### src/rtl/timer_dev_pkg.sv
// timer_dev_pkg: register offsets, CTRL bit positions, MODE encodings and FSM states for timer_dev.
package timer_dev_pkg;

    localparam logic [1:0] OFF_CTRL   = 2'd0;
    localparam logic [1:0] OFF_PRESET = 2'd1;
    localparam logic [1:0] OFF_COUNT  = 2'd2;
    localparam logic [1:0] OFF_RSVD   = 2'd3;

    localparam int CTRL_EN      = 0;
    localparam int CTRL_MODE_LO = 1;
    localparam int CTRL_MODE_HI = 2;
    localparam int CTRL_IM      = 3;

    localparam logic [1:0] MODE_ONESHOT = 2'b00;
    localparam logic [1:0] MODE_RELOAD  = 2'b01;

    typedef enum logic [1:0] {
        ST_IDLE = 2'd0,
        ST_LOAD = 2'd1,
        ST_CNT  = 2'd2,
        ST_INT  = 2'd3
    } state_t;

endpackage

### src/rtl/timer_dev.sv
// timer_dev: memory-mapped countdown timer with preset reload and maskable interrupt.
//   clk      - system clock, rising edge
//   rst_n    - asynchronous active-low reset
//   DEV_Addr - byte address from the bridge, only [3:2] decoded
//   DEV_WD   - write data
//   WE       - write strobe (already gated by the bridge's address hit)
//   RD       - combinational read data for DEV_Addr[3:2]
//   IRQ      - interrupt request, CTRL.IM & pending
module timer_dev
    import timer_dev_pkg::*;
#(
    parameter int                 DATA_W    = 32,
    parameter logic [DATA_W-1:0]  CTRL_MASK = DATA_W'(32'h0000_000F)
) (
    input  logic              clk,
    input  logic              rst_n,
    input  logic [31:0]       DEV_Addr,
    input  logic [DATA_W-1:0] DEV_WD,
    input  logic              WE,
    output logic [DATA_W-1:0] RD,
    output logic              IRQ
);

    state_t            r_state, w_state_n;
    logic [DATA_W-1:0] r_ctrl, w_ctrl_n;
    logic [DATA_W-1:0] r_preset, w_preset_n;
    logic [DATA_W-1:0] r_count, w_count_n;
    logic              r_pend, w_pend_n;
    logic [1:0]        w_off;
    logic              w_cfg_wr;
    logic              w_unused;

    assign w_off    = DEV_Addr[3:2];
    assign w_unused = ^{DEV_Addr[31:4], DEV_Addr[1:0]};
    assign w_cfg_wr = WE && (w_off == OFF_CTRL || w_off == OFF_PRESET);

    always_ff @(posedge clk or negedge rst_n) begin
        if (!rst_n) begin
            r_state  <= ST_IDLE;
            r_ctrl   <= '0;
            r_preset <= '0;
            r_count  <= '0;
            r_pend   <= 1'b0;
        end else begin
            r_state  <= w_state_n;
            r_ctrl   <= w_ctrl_n;
            r_preset <= w_preset_n;
            r_count  <= w_count_n;
            r_pend   <= w_pend_n;
        end
    end

    // A CTRL/PRESET write pre-empts the FSM for that cycle: the state
    // returns to IDLE, pending clears and COUNT holds its value.
    always_comb begin
        w_state_n  = r_state;
        w_ctrl_n   = r_ctrl;
        w_preset_n = r_preset;
        w_count_n  = r_count;
        w_pend_n   = r_pend;
        if (w_cfg_wr) begin
            w_state_n = ST_IDLE;
            w_pend_n  = 1'b0;
            if (w_off == OFF_CTRL)
                w_ctrl_n = DEV_WD & CTRL_MASK;
            else
                w_preset_n = DEV_WD;
        end else begin
            case (r_state)
                ST_IDLE: w_state_n = r_ctrl[CTRL_EN] ? ST_LOAD : ST_IDLE;
                ST_LOAD: begin
                    w_count_n = r_preset;
                    w_state_n = ST_CNT;
                end
                ST_CNT: begin
                    if (!r_ctrl[CTRL_EN]) begin
                        w_state_n = ST_IDLE;
                    end else if (r_count > DATA_W'(1)) begin
                        w_count_n = r_count - DATA_W'(1);
                    end else begin
                        // Terminal count is 1 or 0, so a zero preset never wraps.
                        w_count_n = '0;
                        w_pend_n  = 1'b1;
                        w_state_n = ST_INT;
                    end
                end
                default: begin
                    w_state_n = ST_IDLE;
                    if (r_ctrl[CTRL_MODE_HI:CTRL_MODE_LO] == MODE_RELOAD)
                        w_pend_n = 1'b0;
                    else
                        w_ctrl_n[CTRL_EN] = 1'b0;
                end
            endcase
        end
    end

    always_comb begin
        RD = '0;
        case (w_off)
            OFF_CTRL:   RD = r_ctrl;
            OFF_PRESET: RD = r_preset;
            OFF_COUNT:  RD = r_count;
            default:    RD = '0;
        endcase
    end

    assign IRQ = r_ctrl[CTRL_IM] & r_pend;

endmodule

### config.mk
export PLATFORM = sky130hd
export DESIGN_NAME = timer_dev
export DESIGN_NICKNAME = d
export VERILOG_FILES = /design/src/rtl/timer_dev_pkg.sv /design/src/rtl/timer_dev.sv
export SDC_FILE = /design/constraint.sdc
export NUM_CORES = 1
export LEC_CHECK = 0
export ABC_AREA = 1
export CORE_MARGIN = 10
export CORE_UTILIZATION = 52
export DETAILED_ROUTE_END_ITERATION = 12
export GPL_ROUTABILITY_DRIVEN = 0
export GPL_TIMING_DRIVEN = 0
export PLACE_DENSITY = 0.8
export SYNTH_ARGS = -nofsm -noshare
export SYNTH_HDL_FRONTEND = slang
export SYNTH_SLANG_ARGS = --single-unit
### constraint.sdc
create_clock -name clk -period 1.8 [get_ports clk]
set_input_delay 0.36 -clock clk [delete_from_list [all_inputs] [get_ports clk]]
set_output_delay 0.36 -clock clk [all_outputs]
set_load 0.1 [all_outputs]
==> results.md <==
* Std cell rows at 34
* Violations in the final reports: negative setup slack
* Syn nets at 671
* All-layer global routing usage at 0.224
* Die height at 114 µm
* Design area at 0.00635 mm²
* Most frequent cells in the layout: 120 x nand2_1, 69 x dfrtp_1, 56 x inv_1, 56 x nor2_1, 39 x buf_6
* Number of flops mapped to enable cells by yosys at 0
* Area share of the leading cell type in the synthesized netlist at 0.389
* Worst setup margin at -0.0605 ns
* Crit-path max FO at 10
* Final ANT Viol Nets at 0
* Post-synthesis cell area at 0.00457 mm²
* # setup viols final at 24
* Starting Density at 0.529
* Final Cycle Share at 1.03
* Dpl hpwl at 10500 µm
* Worst-case clock buffer depth at 2
* Dpl ws at -2.09 ns
* Drt drc at 0
* First DRT Iteration DRCs at 493
* Hold Crit Class: input pin to flop
* Critical Path End Type: flop
* Warnings, synthesis at 0
* Avg Inst Size Synth at 7.64 µm²
* Port Buf Inserts at 69
* Worst-margin pin slew at 0.681 ns
* Fraction of registers with async set/reset at 1.00
* Status: finished, violations left
* Pleak at 0.00275 µW
* Die area at 0.0129 mm²
* # IOs at 100
* Antenna violations before repair at 0
* Crit path DAT at 2.10 ns
* Worst-path clk slew at 0.08 ns
* Clock sinks at 71
* Min cycle time layout at 1.86 ns
* Commonest non-fill, non-tap cell in the layout: nand2_1
* Peak supply drop at 573 µV
* First-pass GRT wire length at 23800 µm
* Total power draw at 8040 µW
* Vias in the first global route at 4803
* Die X at 114 µm
* Sequential group share of total power at 0.334
* Max-Cap Viols at 0
* Fillers at 617
* Fin nets at 771
* CTS buffer count at 9
* Setup CP Type: flop to flop
* Multi-input logic area at 0.00273 mm²
* Internal power at 4130 µW
* CTS tree: done
* WL/cell at 19.0 µm
* Top FF cell, synth: dfrtp_1
* Via density at 5.87
* Top cell type by total area after synthesis: dfrtp_1
* Vias at 4762
* Hold Vio Cnt, Final at 0
* Net Sw Power at 3910 µW
* Clk Latency, worst-skew pair at 0.36 ns
* P per Cell Area at 1270 mW/mm²
* Share of post-route cells with drive strength above 1 at 0.310
* Remaining Overflow, GRT at 0
* Worst Path Required at 2.04 ns
* Clock Power Share at 0.170
* Ant. Diodes at 0
* Yosys cell types at 33
* Layout area overhead at 38.9%
* Slew headroom at 0.546
* Final Skew at 0.00674 ns
* Part of the Yosys area used for sequential elements at 0.389
* Syn Inst Count at 598
* WHS at 0.361 ns
* Routed WL at 15400 µm
* Root Driver: clkbuf_8
* Reg area at 0.00178 mm²
* Detailed-router iteration count before antenna repair at 8
* Ranking of synthesized cells by area: dfrtp_1 39%, nand2_1 11%, mux2_2 5.9%, nor2_1 5.6%, inv_1 5.3%
* Startpoint Class: flop
* H-tree depth at 3
* FF+latch count, synth at 71
* Pin count of the biggest net entering global routing at 38
* Switching Fraction at 0.486
* Combinational Power Share at 0.496
* Core area at 0.00864 mm²
* RSZ-0062 raised after global routing: true
* Slew Limit Fails at 0
* Max Freq at 537 MHz
* Cell Area, Placed at 0.00552 mm²
## synthesized netlist by cell type, types with 5 or more instances
master      n
nand4_1     6
clkbuf_1   10
dfrtp_1    71
nand3_1    38
xor2_1     16
buf_2       9
nor2_1     68
o21ai_0    43
a21oi_1    39
mux2_2     24
nand3_2     9
ha_1        6
nand2_1   129
inv_1      64
o22ai_1     5
a21oi_2     9
a21boi_1   20
## logic make-up (layout without fill, tap and decap cells)
logic type	count (synthesis)	count (layout)	synth area share
and+or+nand+nor	264	264	0.257
AOI/OAI and AO/OA	126	126	0.165
buffers and inverters	91	196	0.0822
DFF	71	71	0.389
muxes	24	24	0.0592
xor gates and xnor gates	16	16	0.0307
adders and majority gates	6	6	0.0164
## path summary, 6_finish.rpt
check	start	to	slack (ns)	depth (start not counted)
min in group asynchronous	rst_n	r_preset[12]$_DFFE_PN0P_	0.50	2
max in group asynchronous	rst_n	r_preset[29]$_DFFE_PN0P_	0.73	3
hold / removal	DEV_Addr[2]	r_preset[0]$_DFFE_PN0P_	0.36	3
hold reg to reg	r_pend$_DFFE_PN0P_	r_pend$_DFFE_PN0P_	0.54	1
setup / recovery	r_state[0]$_DFFE_PN0P_	r_count[5]$_DFFE_PN0P_	-0.06	8
setup reg to reg	r_state[0]$_DFFE_PN0P_	r_count[5]$_DFFE_PN0P_	-0.06	8
## area by class of cell
cell class                 count  share of cell area
multi-input combinational    436               0.431
clock inverter                 5             0.00887
tap                          108              0.0213
inverter                      66              0.0422
clock buffer                  11              0.0239
timing repair buffer          89               0.153
timing repair inverter         1             0.00118
sequential                    71               0.280
buffer                        24              0.0384
## registers in the layout, indices dropped and copies added, names as in the netlist
name and flops:
r_count 32, r_preset 32, r_ctrl 4, r_state 2
r_pend 1
## power by group through the flow
stage	clock network, µW	logic (µW)	registers, µW
global route	1440	4280	2720
detailed placement	0	3510	2610
floorplan	0	2740	2440
global placement	0	3400	2590
finish	1370	3990	2680
CTS	1380	3680	2590
## critical path, cell delays in order (launching register included)
cell and delay (ns):
dfrtp_1 0.40, inv_2 0.09, ha_1 0.30, inv_1 0.07, nor3_4 0.29, inv_2 0.17, buf_6 0.18, a21oi_1 0.15
a21boi_1 0.10
## per-layer routing
metal	part of all wire	GRT usage	vias to the layer above
met1	0.38	0.271	2279
met2	0.49	0.375	265
met5	0	0	-
met3	0.088	0.0462	61
li1	-	-	2157
met4	0.044	0.105	0
## through the flow
stage          TNS (ns)  std cells  utilization
2_1_floorplan    -15.38        598            -
3_3_place_gp    -231.34        775        0.637
3_5_place_dp     -82.54        776        0.639
4_1_cts         -0.0814        803        0.693
5_1_grt           -1.82        811        0.735
6_report         -0.738        811        0.735
## timing repair
item | 4_1_cts | 5_1_grt
setup endpoints to repair | 84 | 58
setup buffers | 8 | 7
hold endpoints to repair | 34 | 0
resized for setup | 269 | 97
gates cloned | 2 | 2
pin swaps | 2 | 11
hold buffers | 1 | 0
Power figures use the tool's default switching activity.
